`config.mk`:
```
export PLATFORM = sky130hd
export DESIGN_NAME = cci_rsp_emulator
export DESIGN_NICKNAME = d
export VERILOG_FILES = /design/src/rtl/ase_pkg.sv /design/src/rtl/cci_rsp_fifo.sv /design/src/rtl/cci_rsp_emulator.sv
export SDC_FILE = /design/constraint.sdc
export NUM_CORES = 2
export LEC_CHECK = 0
export CAP_MARGIN = 40
export CORE_MARGIN = 8
export CORE_UTILIZATION = 54
export CTS_CLUSTER_DIAMETER = 100
export CTS_CLUSTER_SIZE = 28
export DETAILED_ROUTE_END_ITERATION = 16
export PLACE_DENSITY = 0.73
export SLEW_MARGIN = 10
export SYNTH_ARGS = -nofsm -noshare
export SYNTH_HDL_FRONTEND = slang
export SYNTH_HIERARCHICAL = 1
export SYNTH_SLANG_ARGS = --single-unit
```
`constraint.sdc`:
```
create_clock -name clk -period 15.9 [get_ports clk]
set_clock_uncertainty 0.2 [all_clocks]
set_input_delay 3.18 -clock clk [delete_from_list [all_inputs] [get_ports clk]]
set_output_delay 3.18 -clock clk [all_outputs]
set_load 0.02 [all_outputs]
```
`src/rtl/ase_pkg.sv`:
```
// Shared CCI-P header types for the ASE host-side models, plus the response-queue entry.
package ase_pkg;
  localparam int CCIP_DATA_WIDTH = 512;

  typedef struct packed {
    logic [1:0]  vc_sel;
    logic [1:0]  cl_len;
    logic [3:0]  req_type;
    logic [5:0]  rsvd;
    logic [41:0] addr;
    logic [15:0] mdata;
  } TxHdr_t;

  typedef struct packed {
    logic [1:0]  vc_used;
    logic        rsvd1;
    logic        hit_miss;
    logic [1:0]  rsvd0;
    logic [1:0]  cl_num;
    logic [3:0]  resp_type;
    logic [15:0] mdata;
  } RxHdr_t;

  typedef struct packed {
    logic [41:0] addr;
    logic [15:0] mdata;
    logic [31:0] stamp;
  } rsp_entry_t;
endpackage

```
`src/rtl/cci_rsp_fifo.sv`:
```
// Synchronous FIFO of pending responses; wrap-bit pointers give full/empty/count directly.
module cci_rsp_fifo
  import ase_pkg::*;
#(
  parameter int DEPTH = 16,
  localparam int AW = $clog2(DEPTH)
) (
  input  logic       clk,
  input  logic       rst_n,
  input  logic       push,
  input  rsp_entry_t din,
  input  logic       pop,
  output rsp_entry_t dout,
  output logic       full,
  output logic       empty,
  output logic [AW:0] count
);
  rsp_entry_t mem [DEPTH];
  logic [AW:0] wptr, rptr;

  always_ff @(posedge clk) begin
    if (push) mem[wptr[AW-1:0]] <= din;
  end

  always_ff @(posedge clk or negedge rst_n) begin
    if (!rst_n) begin
      wptr <= '0;
      rptr <= '0;
    end else begin
      if (push) wptr <= wptr + 1'b1;
      if (pop)  rptr <= rptr + 1'b1;
    end
  end

  assign full  = (wptr[AW] != rptr[AW]) && (wptr[AW-1:0] == rptr[AW-1:0]);
  assign empty = (wptr == rptr);
  assign count = wptr - rptr;
  assign dout  = mem[rptr[AW-1:0]];
endmodule

```
`src/rtl/cci_rsp_emulator.sv`:
```
// Host-side CCI responder: queues rd/wr requests, answers each after a fixed latency with
// mdata echoed, and drives TX almost-full from queue occupancy.
module cci_rsp_emulator
  import ase_pkg::*;
#(
  parameter int          DEPTH       = 16,
  parameter int          LATENCY     = 8,
  parameter int          AFULL_SLACK = 4,
  parameter logic [31:0] TS_INIT     = 32'h0,
  localparam int         CW          = $clog2(DEPTH) + 1
) (
  input  logic                       clk,
  input  logic                       sys_reset_n,
  input  TxHdr_t                     C0TxHdr,
  input  logic                       C0TxRdValid,
  output logic                       C0TxAlmFull,
  input  TxHdr_t                     C1TxHdr,
  input  logic [CCIP_DATA_WIDTH-1:0] C1TxData,
  input  logic                       C1TxWrValid,
  output logic                       C1TxAlmFull,
  output RxHdr_t                     C0RxHdr,
  output logic [CCIP_DATA_WIDTH-1:0] C0RxData,
  output logic                       C0RxRdValid,
  output RxHdr_t                     C1RxHdr,
  output logic                       C1RxWrValid,
  output logic [CW-1:0]              rd_outstanding,
  output logic [CW-1:0]              wr_outstanding,
  output logic                       overflow_err
);
  // Channel index 0 = read (C0), 1 = write (C1).
  logic [31:0]            tstamp;
  logic [1:0]             reqVld, popReq, pushOk, full, empty, ovfHit, rspVld, almFull;
  rsp_entry_t [1:0]       head, pushEnt;
  logic [1:0][CW-1:0]     cnt, occ;
  logic [1:0][15:0]       rspMdata;
  logic [31:0]            rspData;
  logic                   overflowErr;
  logic                   unusedOk;

  assign reqVld     = {C1TxWrValid, C0TxRdValid};
  assign pushEnt[0] = '{addr: C0TxHdr.addr, mdata: C0TxHdr.mdata, stamp: tstamp};
  assign pushEnt[1] = '{addr: C1TxHdr.addr, mdata: C1TxHdr.mdata, stamp: tstamp};

  always_ff @(posedge clk or negedge sys_reset_n) begin
    if (!sys_reset_n) tstamp <= TS_INIT;
    else              tstamp <= tstamp + 32'd1;
  end

  for (genvar ch = 0; ch < 2; ch++) begin : g_ch
    logic [31:0]   age;
    logic [CW-1:0] cntNext;
    logic          rspV, afR;
    logic [15:0]   rspMd;
    logic [CW-1:0] occR;

    // Modular subtraction keeps the age correct across timestamp wrap.
    assign age        = tstamp - head[ch].stamp;
    assign popReq[ch] = !empty[ch] && (age >= 32'(LATENCY - 1));
    // A pop this edge frees a slot, so a push into a full queue still lands.
    assign pushOk[ch] = reqVld[ch] && (!full[ch] || popReq[ch]);
    assign ovfHit[ch] = reqVld[ch] && full[ch] && !popReq[ch];
    assign cntNext    = cnt[ch] + CW'(pushOk[ch]) - CW'(popReq[ch]);

    cci_rsp_fifo #(.DEPTH(DEPTH)) u_fifo (
      .clk   (clk),
      .rst_n (sys_reset_n),
      .push  (pushOk[ch]),
      .din   (pushEnt[ch]),
      .pop   (popReq[ch]),
      .dout  (head[ch]),
      .full  (full[ch]),
      .empty (empty[ch]),
      .count (cnt[ch])
    );

    always_ff @(posedge clk or negedge sys_reset_n) begin
      if (!sys_reset_n) begin
        rspV  <= 1'b0;
        rspMd <= '0;
        occR  <= '0;
        afR   <= 1'b0;
      end else begin
        rspV <= popReq[ch];
        if (popReq[ch]) rspMd <= head[ch].mdata;
        occR <= cntNext;
        afR  <= (cntNext >= CW'(DEPTH - AFULL_SLACK));
      end
    end

    assign rspVld[ch]   = rspV;
    assign rspMdata[ch] = rspMd;
    assign occ[ch]      = occR;
    assign almFull[ch]  = afR;
  end

  always_ff @(posedge clk or negedge sys_reset_n) begin
    if (!sys_reset_n) begin
      rspData     <= '0;
      overflowErr <= 1'b0;
    end else begin
      if (popReq[0]) rspData <= head[0].addr[31:0];
      overflowErr <= overflowErr | (|ovfHit);
    end
  end

  always_comb begin
    C0RxHdr       = '0;
    C0RxHdr.mdata = rspMdata[0];
    C1RxHdr       = '0;
    C1RxHdr.mdata = rspMdata[1];
  end

  assign C0RxData       = {(CCIP_DATA_WIDTH/32){rspData}};
  assign C0RxRdValid    = rspVld[0];
  assign C1RxWrValid    = rspVld[1];
  assign C0TxAlmFull    = almFull[0];
  assign C1TxAlmFull    = almFull[1];
  assign rd_outstanding = occ[0];
  assign wr_outstanding = occ[1];
  assign overflow_err   = overflowErr;

  // Write data and the header control fields are accepted but carry no meaning here.
  assign unusedOk = ^{C1TxData, C0TxHdr.vc_sel, C0TxHdr.cl_len, C0TxHdr.req_type, C0TxHdr.rsvd,
                      C1TxHdr.vc_sel, C1TxHdr.cl_len, C1TxHdr.req_type, C1TxHdr.rsvd,
                      head[0].addr[41:32], head[1].addr};
endmodule

```
Word-level counts from Yosys, hierarchy flattened
Memory sizes are Yosys's and may differ from the RTL's.
Index checks and enable logic that the tools add are counted.
{"block": "op_classes", "addsub": 13, "order_cmp": 4, "eq_ne": 6, "n_mux": 4, "bitwise": 1, "n_reduce_logical": 19}
{"cell": "32-bit by 3-bit >= comparator with 1-bit output, second input constant", "n": 2}
{"cell": "32-bit subtractor", "n": 2}
{"cell": "32-bit by 1-bit adder with 32-bit output, second input constant", "n": 1}
{"cell": "5-bit by 1-bit adder with 5-bit output, second input constant", "n": 4}
{"cell": "5-bit by 1-bit adder with 5-bit output", "n": 2}
{"cell": "5-bit == test", "n": 2}
{"cell": "5-bit by 4-bit >= comparator with 1-bit output, second input constant", "n": 2}
{"cell": "1-bit logical AND", "n": 10}
{"cell": "5-bit by 1-bit subtractor with 5-bit output", "n": 2}
{"cell": "5-bit subtractor", "n": 2}
{"cell": "4-bit == test", "n": 2}
{"cell": "1-bit zero test", "n": 6}
{"cell": "1-bit two-way mux", "n": 4}
{"cell": "1-bit logical OR", "n": 2}
{"cell": "1-bit inequality test", "n": 2}
{"cell": "2-bit OR reduction", "n": 1}
{"cell": "1-bit bitwise OR", "n": 1}
{"block": "word_totals", "ff_bits": 131, "ram_bits": 2880, "out_inout_bits": 583, "memories": 2}
{"name": "g_ch[0].u_fifo.mem", "depth": 16, "width": 90, "read_ports": 1, "rd_ports_with_merged_regs": 0, "wr": 1, "line_no": "cci_rsp_fifo.sv:18", "source": "rsp_entry_t mem [DEPTH];"}
{"name": "g_ch[1].u_fifo.mem", "depth": 16, "width": 90, "read_ports": 1, "rd_ports_with_merged_regs": 0, "wr": 1, "line_no": "cci_rsp_fifo.sv:18"}

Logic depth before layout (Yosys ltp)
An unclocked memory read counts as a cell.
{"block": "depth", "depth_word": 9, "ltp_mapped": 30}

Modules after synthesis
Netlist, hierarchy kept.
{"mod": "cci_rsp_fifo at g_ch[1].u_fifo", "n_inst": 1, "cells_per_inst": 2272, "area_per_inst_um2": 54383.4, "seq_area_each_um2": 43491.7}
{"mod": "cci_rsp_fifo at g_ch[0].u_fifo", "n_inst": 1, "cells_per_inst": 2272, "area_per_inst_um2": 54382.2, "seq_area_each_um2": 43491.7}
{"mod": "cci_rsp_emulator", "n_inst": 1, "cells_per_inst": 1505, "area_per_inst_um2": 12744.7, "seq_area_each_um2": 2777.7}

Least setup slack after synthesis
OpenSTA, ideal clock, no wires.
{"block": "synth_timing", "path_kind": "register to register", "startpoint": "register g_ch[0].u_fifo.rptr[0]", "endpoint": "memory g_ch[0].u_fifo/mem[3][0] in the netlist's numbering (enable)", "setup_time_ps": 649, "t_arrival_ps": 10685, "slack_ps": 4367, "stages_incl_launch_ff": 22, "path_buffers": 5, "path_cell_list": "dfrtp_1 -> buf_2 -> buf_2 -> mux4_2 -> a22oi_1 -> nand2_1 -> ha_1 -> fa_1 -> nor2b_1 -> o2111ai_1 -> a2111oi_0 -> nor3_1 -> nor3b_1 -> a2bb2oi_1 -> nand4_1 -> o31a_1 -> buf_2 -> buf_6 -> o21a_1 -> clkbuf_1 -> nand2_1 -> nor3_1"}
{"item": "start: declaration", "line_no": "cci_rsp_fifo.sv:19", "source": "logic [AW:0] wptr, rptr;"}
{"item": "start signal: assignment", "line_no": "cci_rsp_fifo.sv:31", "source": "if (pop) rptr <= rptr + 1'b1;"}
{"item": "end: declaration", "line_no": "cci_rsp_fifo.sv:18"}

==> metrics <==
Chip Height=425.7 um; placed inst area=96540 um^2; Max-slew headroom=0.3720; area of the multi-input gates=between 20000 and 25000 um^2; TritonCTS buffer count=88; Cells after Synth=4813; Leakage=32.68 nW; VDD IR max=~260 uV; Max FO, Critical Path=107; clk_lat worst skew=0.75 ns; Slew Viols, Final=0; hold-fix buffers at CTS=0; Worst Path Required=16.06 ns; CP Class=reg -> reg; synthesized area=90660 um^2; CTS tree=done; via count=44650; Final setup viols=0; outcome=complete, no violations; ratio of cells with drive above 1 in the final layout=0.1743; Port Buffer Count=between 600 and 700; setup bufs post-CTS=0; RSZ-0062 raised after global routing=false; H-tree Lvls=3; Overall Power=18.20 mW; Fin. Hold Viols=0; initial DRC count=5055; most common cell after layout, fill and taps aside=edfxtp_1; hold crit path type=reg -> reg; cell area after layout=slightly below 100000 um^2; initial core utilization=0.5428; most frequent cells in the layout=2048 x edfxtp_1, 625 x clkdlybuf4s50_1, 512 x mux4_2; hold depth=1; synth-to-layout area growth=9.439%; met2 global-route usage=0.3624; pre-CTS setup slack=6.618 ns; Final min period=9.043 ns; CTS root buf=clkbuf_16; CP Launch Type=flop; Setup Total Neg Slack=0 ns; GRT Total Usage=0.2206; M1 GR Usage=0.3145; critical path cell sequence=buf_4 > buf_16 > buf_12 > mux4_2 > a22oi_1 > nand2_1 > inv_1 > ha_1 > nand2_1 > o21ai_1 > o21ai_0 > o311ai_1 > nand4_1 > and3b_1 > o2111ai_1 > o31a_2 > buf_4 > o21a_1 > nand2_1 > nor3_2 > buf_4 > buf_4; Fmax=between 100 and 150 MHz; clock-pin slew on the worst setup and hold paths=around 0.10 ns; TritonRoute pass-1 iters=7; cell mode on critical path=buf_4; number of clock sinks=2179; I/O pin cnt=1243; first-pass GRT wire length=roughly 300000 um; Layout fillers=approximately 12000; Die Wd=425.7 um; die area=181300 um^2; layer with the highest usage=met2; period utilization=0.5687; Core Region=167000 um^2; Worst Path Buf+Inv=7; ANT nets after route=0; storage element area=64790 um^2; Yosys Warn Count=6; HPWL Detailed=121100 um; R2R depth=22; Rows=150; Hold WS=0.2981 ns; initial antenna violation count=11; vias per inst=~6.2; CP max stage delay=0.70 ns; critical path arrival=9.20 ns; pin count of the biggest net entering global routing=108; GRT met3 Usage=0.03539; DRC Markers=0; CP max-delay cell=buf_4; GRT overflow=0; wire per inst=28.26 um; CP Capture Type=flop; nets=5708; Clock Path Buffers=3; final worst setup slack=6.857 ns; CP delay by family, top=buffers and inverters; Gates resized, CTS repair=0; number of global-route vias before repair=between 40000 and 50000; RePlAce Congestion=0.8538; Pwr per Cell Area=~180 nW/um^2; Worst Max-Slew Pin Slew=0.9420 ns; CP Depth=22; wirelength, routed=204400 um; synthesized area per cell=between 15 and 20 um^2; max cap viols=0
-- flip-flops by register name (all words and copies together) (netlist names) --
register          count
overflow_err          1
C1TxAlmFull           1
g_ch.u_fifo/wptr     10
tstamp               32
g_ch.u_fifo/rptr     10
C1RxWrValid           1
wr_outstanding        5
rspData              32
C0TxAlmFull           1
g_ch.u_fifo/mem    2048
C0RxRdValid           1
g_ch.rspMd           32
rd_outstanding        5
-- layout make-up --
| class | instances | area share |
|---|---|---|
| antenna | 9 | 0.0002270 |
| tap | 2204 | 0.02779 |
| inverter | 115 | 0.004351 |
| multi-input combinational | 1795 | 0.2090 |
| clock inverter | 7 | 0.001198 |
| sequential | 2179 | 0.6530 |
| timing repair buffer | 772 | 0.07942 |
| clock buffer | 151 | 0.02501 |
-- routing by layer --
layer,part of all wire,routed length [um],vias to the layer above
met5,0.000049,10,-
met4,0.021,4339,2
met3,0.086,17640,205
met2,0.49,99750,1967
met1,0.40,82660,23580
li1,-,-,18890
-- worst paths after layout --
check | from | endpoint | slack, ns
setup / recovery | g_ch[0].u_fifo/rptr[0] | g_ch[0].u_fifo/mem[0][76] | 6.86
hold / removal | g_ch[1].u_fifo/wptr[4] | g_ch[1].u_fifo/wptr[4] | 0.30
setup reg to reg | g_ch[0].u_fifo/rptr[0] | g_ch[0].u_fifo/mem[0][76] | 6.86
hold reg to reg | g_ch[1].u_fifo/wptr[4] | g_ch[1].u_fifo/wptr[4] | 0.30
max in group asynchronous | sys_reset_n | g_ch[0].u_fifo/rptr[0] | 12.08
min in group asynchronous | sys_reset_n | g_ch[1].u_fifo/rptr[3] | 2.17
-- worst register-to-register path, delay by kind of cell (launching register included) --
family / cells / cell delay, ns
buf+inv: 7 / 3.06
compound gates: 7 / 2.22
simple gates: 6 / 1.45
mux: 1 / 0.77
flops: 1 / 0.69
fa+ha+maj: 1 / 0.24
-- through the flow --
stage / util / std cells
final: 0.5940 / 7232
after detailed placement: 0.5780 / 7063
after CTS: 0.5935 / 7221
after global placement: 0.5743 / 7039
after global routing: 0.5939 / 7227
after floorplan: - / 4836
-- power by group --
part | internal (mW) | switching [mW] | leakage, nW
sequential | 6.91 | 0.472 | 20.5
combinational | 3.56 | 4.50 | 11.0
clock | 1.09 | 1.66 | 1.23
Power figures use the tool's default switching activity.
